## config.mk

```make
export PLATFORM = sky130hd
export DESIGN_NAME = layer_sequencer_flat
export DESIGN_NICKNAME = d
export VERILOG_FILES = /design/src/rtl/layer_sequencer_if.sv /design/src/rtl/layer_sequencer.sv /design/src/flat_wrapper.sv
export SDC_FILE = /design/constraint.sdc
export NUM_CORES = 1
export LEC_CHECK = 0
export BUFFER_PORTS_ARGS = -buffer_cell sky130_fd_sc_hd__clkbuf_2
export CAP_MARGIN = 30
export CORE_ASPECT_RATIO = 1.25
export CORE_MARGIN = 3
export CORE_UTILIZATION = 60
export CTS_BUF_LIST = sky130_fd_sc_hd__clkbuf_16
export CTS_CLUSTER_SIZE = 30
export DETAILED_ROUTE_END_ITERATION = 8
export PLACE_DENSITY_LB_ADDON = 0.05
export RECOVER_POWER = 100
export SETUP_SLACK_MARGIN = 0.2
export SKIP_CTS_REPAIR_TIMING = 1
export SYNTH_ARGS = -nofsm -noshare
export SYNTH_HDL_FRONTEND = slang
export SYNTH_SLANG_ARGS = --single-unit
export TNS_END_PERCENT = 20
```

## constraint.sdc

```tcl
create_clock -name i_clk -period 2.84 [get_ports i_clk]
set_input_delay 0.142 -clock i_clk [delete_from_list [all_inputs] [get_ports i_clk]]
set_output_delay 0.142 -clock i_clk [all_outputs]
set_load 0.1 [all_outputs]
```

## src/rtl/layer_sequencer_if.sv

```systemverilog
// Purpose : signal bundle between host/accelerator and layer_sequencer.
// Latency : none, wires only.
// Backpressure: none; run_busy tells the host when config and run_start are ignored.
// Ports    : cfg_* descriptor writes, run_*/abort run control, neuron_done from the
//            accelerator, acc_* accelerator programming, buf_sel/layer_idx/status out.
//            master = host/accelerator side, slave = sequencer side.
interface layer_sequencer_if #(
   parameter int MAX_LAYERS = 4,
   parameter int AW         = 16
);
   localparam int LW = $clog2(MAX_LAYERS);

   logic          cfg_we;
   logic [LW-1:0] cfg_layer;
   logic [1:0]    cfg_field;
   logic [AW-1:0] cfg_data;
   logic          run_start;
   logic [LW:0]   run_layers;
   logic          abort;
   logic          neuron_done;

   logic [AW-1:0] acc_base_addr;
   logic [AW-1:0] acc_in_neurons;
   logic [AW-1:0] acc_out_neurons;
   logic          acc_start;
   logic          acc_enable;
   logic          buf_sel;
   logic [LW-1:0] layer_idx;
   logic          run_busy;
   logic          run_done;
   logic          err_skip;
   logic [31:0]   perf_cycles;

   modport master (
      output cfg_we, cfg_layer, cfg_field, cfg_data, run_start, run_layers, abort, neuron_done,
      input  acc_base_addr, acc_in_neurons, acc_out_neurons, acc_start, acc_enable,
             buf_sel, layer_idx, run_busy, run_done, err_skip, perf_cycles
   );

   modport slave (
      input  cfg_we, cfg_layer, cfg_field, cfg_data, run_start, run_layers, abort, neuron_done,
      output acc_base_addr, acc_in_neurons, acc_out_neurons, acc_start, acc_enable,
             buf_sel, layer_idx, run_busy, run_done, err_skip, perf_cycles
   );
endinterface

```

## src/rtl/layer_sequencer.sv

```systemverilog
// Purpose : runs a multi-layer network on one accelerator, one descriptor per layer.
// Latency : acc_start visible 2 cycles after run_start is sampled; 3 cycles layer-to-layer.
// Backpressure: none; cfg writes and run_start are dropped while a run is active.
// Ports   : i_clk, i_rst_n (async, active-low), bus (layer_sequencer_if.slave).
// Option  : define LAYER_SEQ_PERF_EN to build the busy-cycle counter on perf_cycles.
module layer_sequencer #(
   parameter int MAX_LAYERS = 4,
   parameter int AW         = 16
) (
   input logic              i_clk,
   input logic              i_rst_n,
   layer_sequencer_if.slave bus
);
   localparam int          LW      = $clog2(MAX_LAYERS);
   localparam logic [LW:0] MAX_CNT = (LW+1)'(MAX_LAYERS);

   typedef enum logic [2:0] {S_IDLE, S_LOAD, S_START, S_WAIT, S_NEXT, S_DONE} state_t;
   state_t r_state, w_next;

   logic [AW-1:0] r_tbl_base [MAX_LAYERS];
   logic [AW-1:0] r_tbl_in   [MAX_LAYERS];
   logic [AW-1:0] r_tbl_out  [MAX_LAYERS];

   logic [AW-1:0] r_acc_base, r_acc_in, r_acc_out, r_cnt;
   logic          r_acc_start, r_busy, r_done, r_skip, r_buf, r_exec;
   logic [LW-1:0] r_layer;
   logic [LW:0]   r_nlayers;

   logic          w_idle, w_go, w_zero_run, w_tbl_zero, w_last_nd, w_last_layer, w_abort;
   logic [AW-1:0] w_cnt_inc;

   // IDLE with r_busy still set is the cycle right after DONE; the host still
   // sees run_busy there, so config and run_start stay locked for that cycle too.
   assign w_idle       = (r_state == S_IDLE) && !r_busy;
   assign w_go         = w_idle && bus.run_start && (bus.run_layers != '0);
   assign w_zero_run   = w_idle && bus.run_start && (bus.run_layers == '0);
   assign w_abort      = (r_state != S_IDLE) && bus.abort;
   assign w_tbl_zero   = (r_tbl_in[r_layer] == '0) || (r_tbl_out[r_layer] == '0);
   assign w_cnt_inc    = r_cnt + 1'b1;
   assign w_last_nd    = (r_state == S_WAIT) && bus.neuron_done && (w_cnt_inc == r_acc_out);
   assign w_last_layer = (({1'b0, r_layer} + 1'b1) == r_nlayers);

   always_ff @(posedge i_clk or negedge i_rst_n) begin
      if (!i_rst_n) r_state <= S_IDLE;
      else          r_state <= w_next;
   end

   always_comb begin
      w_next = r_state;
      case (r_state)
         S_IDLE:  if (w_go) w_next = S_LOAD;
         S_LOAD:  w_next = w_tbl_zero ? S_NEXT : S_START;
         S_START: w_next = S_WAIT;
         S_WAIT:  if (w_last_nd) w_next = S_NEXT;
         S_NEXT:  w_next = w_last_layer ? S_DONE : S_LOAD;
         S_DONE:  w_next = S_IDLE;
         default: w_next = S_IDLE;
      endcase
      if (w_abort) w_next = S_IDLE;
   end

   always_ff @(posedge i_clk or negedge i_rst_n) begin
      if (!i_rst_n) begin
         for (int i = 0; i < MAX_LAYERS; i++) begin
            r_tbl_base[i] <= '0;
            r_tbl_in[i]   <= '0;
            r_tbl_out[i]  <= '0;
         end
         r_acc_base  <= '0;
         r_acc_in    <= '0;
         r_acc_out   <= '0;
         r_cnt       <= '0;
         r_acc_start <= 1'b0;
         r_busy      <= 1'b0;
         r_done      <= 1'b0;
         r_skip      <= 1'b0;
         r_buf       <= 1'b0;
         r_exec      <= 1'b0;
         r_layer     <= '0;
         r_nlayers   <= '0;
      end else begin
         if (w_idle && bus.cfg_we) begin
            case (bus.cfg_field)
               2'd0:    r_tbl_base[bus.cfg_layer] <= bus.cfg_data;
               2'd1:    r_tbl_in[bus.cfg_layer]   <= bus.cfg_data;
               2'd2:    r_tbl_out[bus.cfg_layer]  <= bus.cfg_data;
               default: ;
            endcase
         end

         // Status outputs are registered views of the state; abort clears them
         // on the same edge that the FSM returns to IDLE.
         r_acc_start <= (r_state == S_START) && !bus.abort;
         r_busy      <= (r_state != S_IDLE) && !bus.abort;
         r_done      <= ((r_state == S_DONE) && !bus.abort) || w_zero_run;

         if (w_go) begin
            r_layer   <= '0;
            r_buf     <= 1'b0;
            r_skip    <= 1'b0;
            r_nlayers <= (bus.run_layers > MAX_CNT) ? MAX_CNT : bus.run_layers;
         end

         if ((r_state == S_LOAD) && !bus.abort) begin
            r_acc_base <= r_tbl_base[r_layer];
            r_acc_in   <= r_tbl_in[r_layer];
            r_acc_out  <= r_tbl_out[r_layer];
            r_cnt      <= '0;
            r_exec     <= !w_tbl_zero;
            if (w_tbl_zero) r_skip <= 1'b1;
         end

         if ((r_state == S_WAIT) && bus.neuron_done) r_cnt <= w_cnt_inc;

         if ((r_state == S_NEXT) && !bus.abort) begin
            // Skipped layers wrote nothing, so the ping-pong side stays put.
            if (r_exec) r_buf <= ~r_buf;
            if (!w_last_layer) r_layer <= r_layer + 1'b1;
         end
      end
   end

`ifdef LAYER_SEQ_PERF_EN
   logic [31:0] r_perf;

   always_ff @(posedge i_clk or negedge i_rst_n) begin
      if (!i_rst_n)                       r_perf <= '0;
      else if (w_go)                      r_perf <= '0;
      else if (r_busy && (r_perf != '1))  r_perf <= r_perf + 1'b1;
   end

   assign bus.perf_cycles = r_perf;
`else
   assign bus.perf_cycles = '0;
`endif

   assign bus.acc_base_addr   = r_acc_base;
   assign bus.acc_in_neurons  = r_acc_in;
   assign bus.acc_out_neurons = r_acc_out;
   assign bus.acc_start       = r_acc_start;
   assign bus.acc_enable      = r_busy;
   assign bus.run_busy        = r_busy;
   assign bus.run_done        = r_done;
   assign bus.err_skip        = r_skip;
   assign bus.buf_sel         = r_buf;
   assign bus.layer_idx       = r_layer;
endmodule
```

## src/flat_wrapper.sv

```systemverilog
// flat-port wrapper written by rule: the top's interface ports become plain ports
module layer_sequencer_flat 
#(
   parameter int MAX_LAYERS = 4,
   parameter int AW         = 16
)
  (i_clk, i_rst_n, bus_cfg_we, bus_cfg_layer, bus_cfg_field, bus_cfg_data, bus_run_start, bus_run_layers, bus_abort, bus_neuron_done, bus_acc_base_addr, bus_acc_in_neurons, bus_acc_out_neurons, bus_acc_start, bus_acc_enable, bus_buf_sel, bus_layer_idx, bus_run_busy, bus_run_done, bus_err_skip, bus_perf_cycles);
  layer_sequencer_if #(.MAX_LAYERS(MAX_LAYERS), .AW(AW)) bus_i ();
  input logic i_clk;
  input logic i_rst_n;
  input wire logic [$bits(bus_i.cfg_we)-1:0] bus_cfg_we;
  input wire logic [$bits(bus_i.cfg_layer)-1:0] bus_cfg_layer;
  input wire logic [$bits(bus_i.cfg_field)-1:0] bus_cfg_field;
  input wire logic [$bits(bus_i.cfg_data)-1:0] bus_cfg_data;
  input wire logic [$bits(bus_i.run_start)-1:0] bus_run_start;
  input wire logic [$bits(bus_i.run_layers)-1:0] bus_run_layers;
  input wire logic [$bits(bus_i.abort)-1:0] bus_abort;
  input wire logic [$bits(bus_i.neuron_done)-1:0] bus_neuron_done;
  output wire logic [$bits(bus_i.acc_base_addr)-1:0] bus_acc_base_addr;
  output wire logic [$bits(bus_i.acc_in_neurons)-1:0] bus_acc_in_neurons;
  output wire logic [$bits(bus_i.acc_out_neurons)-1:0] bus_acc_out_neurons;
  output wire logic [$bits(bus_i.acc_start)-1:0] bus_acc_start;
  output wire logic [$bits(bus_i.acc_enable)-1:0] bus_acc_enable;
  output wire logic [$bits(bus_i.buf_sel)-1:0] bus_buf_sel;
  output wire logic [$bits(bus_i.layer_idx)-1:0] bus_layer_idx;
  output wire logic [$bits(bus_i.run_busy)-1:0] bus_run_busy;
  output wire logic [$bits(bus_i.run_done)-1:0] bus_run_done;
  output wire logic [$bits(bus_i.err_skip)-1:0] bus_err_skip;
  output wire logic [$bits(bus_i.perf_cycles)-1:0] bus_perf_cycles;
  assign bus_i.cfg_we = bus_cfg_we;
  assign bus_i.cfg_layer = bus_cfg_layer;
  assign bus_i.cfg_field = bus_cfg_field;
  assign bus_i.cfg_data = bus_cfg_data;
  assign bus_i.run_start = bus_run_start;
  assign bus_i.run_layers = bus_run_layers;
  assign bus_i.abort = bus_abort;
  assign bus_i.neuron_done = bus_neuron_done;
  assign bus_acc_base_addr = bus_i.acc_base_addr;
  assign bus_acc_in_neurons = bus_i.acc_in_neurons;
  assign bus_acc_out_neurons = bus_i.acc_out_neurons;
  assign bus_acc_start = bus_i.acc_start;
  assign bus_acc_enable = bus_i.acc_enable;
  assign bus_buf_sel = bus_i.buf_sel;
  assign bus_layer_idx = bus_i.layer_idx;
  assign bus_run_busy = bus_i.run_busy;
  assign bus_run_done = bus_i.run_done;
  assign bus_err_skip = bus_i.err_skip;
  assign bus_perf_cycles = bus_i.perf_cycles;
  layer_sequencer #(.MAX_LAYERS(MAX_LAYERS), .AW(AW)) u_core (.i_clk(i_clk), .i_rst_n(i_rst_n), .bus(bus_i));
endmodule
```

==> impl_metrics.ini <==
[clock_tree]
htree_levels = 1
clk_path_buf_depth = 3
cts_buffers = 27
cts.clk_slew.worst_paths_ns = 0.06
cts_tree = yes
insertion_delay_ns = 0.53
clock_sinks = 270
root_buffer = clkbuf_16

[critical_path]
ff2ff_path_depth = 8
crit_fanout = 20
r2r-start = u_core.bus.layer_idx[0]$_DFF_PN0_
crit_path_end_kind = output pin
crit_slowest_cell = clkbuf_1
cp.required_ns = 2.70
cp_cell_sequence = buf_4 > clkbuf_1
crit_start = u_core.bus.layer_idx[0]$_DFF_PN0_
critical_path.max_stage_delay_ns = 0.91
startpoint_type = flop
cp_data_arrival_time_ns = 2.44
crit_type = reg -> out

[yosys]
synth_area_leaders = dfrtp_1 (54%), mux2_2 (18%), mux4_2 (8.7%)
synth_top_area_share_pct = 54.2
synth.most_common_cell = dfrtp_1
synth.top_cells.by_count = dfrtp_1 (270), mux2_2 (195), nand2_1 (170)
synth_top_cell_by_area = dfrtp_1
ys_warn_count = 0
ys_ff_latch = 270
async_flop_share_pct = 100
syn_area_sq_mm = 0.0125
yosysSeqAreaShare_pct = 54.2
yosysUniqueCellTypes = 59
syn_avg_cell_area_sq_um = 12.8
synth_edf_count = 0
ys.flop_type = dfrtp_1
syn_inst = 976

[outcome]
status = complete, no violations

[die]
ios = 117
rows = 58
dieArea_sq_mm = 0.0225
start_util_pct = 61.5
coreArea_sq_mm = 0.0202
fp.dieW_microns = 135
die_h_microns = 167

[pwr]
vdd_drop_max_mv = 0.862
p_int_uw = 9590
power.density_mw_per_mm2 = 1200
comb_power_share_pct = 41.1
swShare_pct = 42.3
seqPwrFrac_pct = 39.2
power_switching_uw = 7050
power_frac_clock_pct = 19.7
p_leak_uw = 0.00639

[place]
io_buffers = 84
dpl_worst_slack_ns = 0.273
place.gp.congestion = 0.918
post-place-cells = 1297
dp_hpwl_microns = 18000

[timing]
fmax_ghz = 0.387
worstMarginPinSlew_ns = 1.26
fin_ws_ns = 0.257
fin_crit_ns = 2.58
period_share_pct = 90.9
setup_tns_ns = 0
setup_violations = 0
maxSlewViolCount = 0
grt_setup_unrepaired = no
holdWs_ns = 0.0129
finalClockSkew_ns = 0.00718
slew_headroom_pct = 15.9
hold_violations = 0

[routing]
ant_nets = 0
via_count = 7900
drt_iter0_drc = 363
vias_per_cell = 5.83
drtPass1Iterations = 5
post_drt_wl_per_cell_microns = 20.2
wl_microns = 27400
route.detailed.drc = 0

[grt]
met1_usage_pct = 32.1
grt_use_met3_pct = 2.61
grt_pass1_vias = 8171
grt_util_all_layers_pct = 24.6
antenna_found_initial = 0
use_met2_pct = 44.7
grt_pass1_wl_microns = 43700
grt_max_degree = 96
grt_overflow_total = 0
busiest_layer = met2

[min_path]
min_from = bus_run_layers[1]
whs_path_depth = 3
min_path_type = in -> reg

[finish]
register_area_sq_mm = 0.00677
fin_nets = 1097
n_fill_cell = 1547
antenna_cells = 0
syn_to_final_growth_pct = 11.5
multiInputGateArea_sq_mm = 0.00527
drive_above_1_share_pct = 32.7
fin_cells = 1354

[job]
max-cap-violations = 0
-- sequential cells by signal (all words and copies together) (netlist names) --
| register | count |
|---|---|
| u_core.bus.acc_out_neurons | 16 |
| u_core.r_cnt | 16 |
| u_core.bus.layer_idx | 2 |
| u_core.bus.acc_enable | 1 |
| u_core.bus.acc_base_addr | 16 |
| u_core.bus.acc_start | 1 |
| u_core.r_state | 3 |
| u_core.r_exec | 1 |
| u_core.r_tbl_out | 64 |
| u_core.bus.buf_sel | 1 |
| u_core.bus.err_skip | 1 |
| u_core.r_nlayers | 3 |
| u_core.r_tbl_in | 64 |
| u_core.bus.run_done | 1 |
| u_core.r_tbl_base | 64 |
| u_core.bus.acc_in_neurons | 16 |
-- final timing paths --
check | endpoint | slack, ns
min reg2reg | u_core.bus.acc_in_neurons[13]$_DFFE_PN0P_ | 0.47
min in group asynchronous | u_core.bus.layer_idx[1]$_DFF_PN0_ | 0.09
max in group asynchronous | u_core.r_tbl_in[12]$_DFFE_PN0P_ | 1.12
min | u_core.bus.run_done$_DFF_PN0_ | 0.01
max reg2reg | u_core.r_state[2]$_DFFE_PN0P_ | 0.29
max | bus_layer_idx[0] | 0.26
-- critical path: cells and delay by family (launching register included) --
kind	cells	cell delay, ns
buffers and inverters	2	1.35
DFF	1	0.55
-- cell usage in the layout, fill, tap and decap left out, drive strengths merged, types with 3 or more instances in the layout --
master / n
dfrtp: 270
and3: 6
nor4: 17
nand2: 170
nor2b: 8
nand2b: 3
a22o: 4
clkinv: 11
xor2: 8
a21oi: 7
conb: 32
nand4: 5
xnor2: 11
buf: 21
inv: 10
o31ai: 3
mux4: 48
dlygate4sd3: 6
clkbuf: 127
nor3: 11
nor2: 29
mux2: 195
clkinvlp: 3
a31oi: 3
nor3b: 3
nand3: 13
o21ai: 29
-- power by group through the flow --
stage	clock (uW)	sequential (uW)	combinational, uW
final	3280	6520	6840
after global routing	3510	6720	7270
after CTS	3350	6520	6990
after detailed placement	0	6570	6960
after global placement	0	6500	6850
after floorplan	0	8920	3190
-- per-layer routing --
metal | wire (microns) | part of all wire, %
met1 | 11100 | 41
met2 | 14600 | 53
met3 | 1180 | 4.3
met4 | 486 | 1.8
met5 | 0 | 0
-- cell type report --
cell class | instances | share of cell area [%]
tap | 270 | 2.43
clock inverter | 20 | 0.937
multi-input combinational | 635 | 37.9
inverter | 5 | 0.135
clock buffer | 27 | 4.86
sequential | 270 | 48.7
timing repair buffer | 127 | 4.97
-- through the flow --
stage	area (sq um)	power [uW]	util [%]
after global placement	13100	13400	64.9
after global routing	13900	17500	68.6
after floorplan	12600	12100	-
after detailed placement	13100	13500	64.9
final	13900	16600	68.6
after CTS	13900	16900	68.9
-- kinds of logic (layout without fill, tap and decap cells) --
logic type	Yosys count	count (layout)	synth area share [%]
flip-flops	270	270	54.2
other	1	32	0.0301
AND/OR/NAND/NOR	274	274	10.1
XOR/XNOR	19	19	1.34
adder cells (fa/ha/maj)	2	2	0.201
multiplexers	245	245	26.5
AO/OA/AOI/OAI	63	63	3.22
buffers and inverters	102	179	4.42
(Power assumes the default switching activity.)
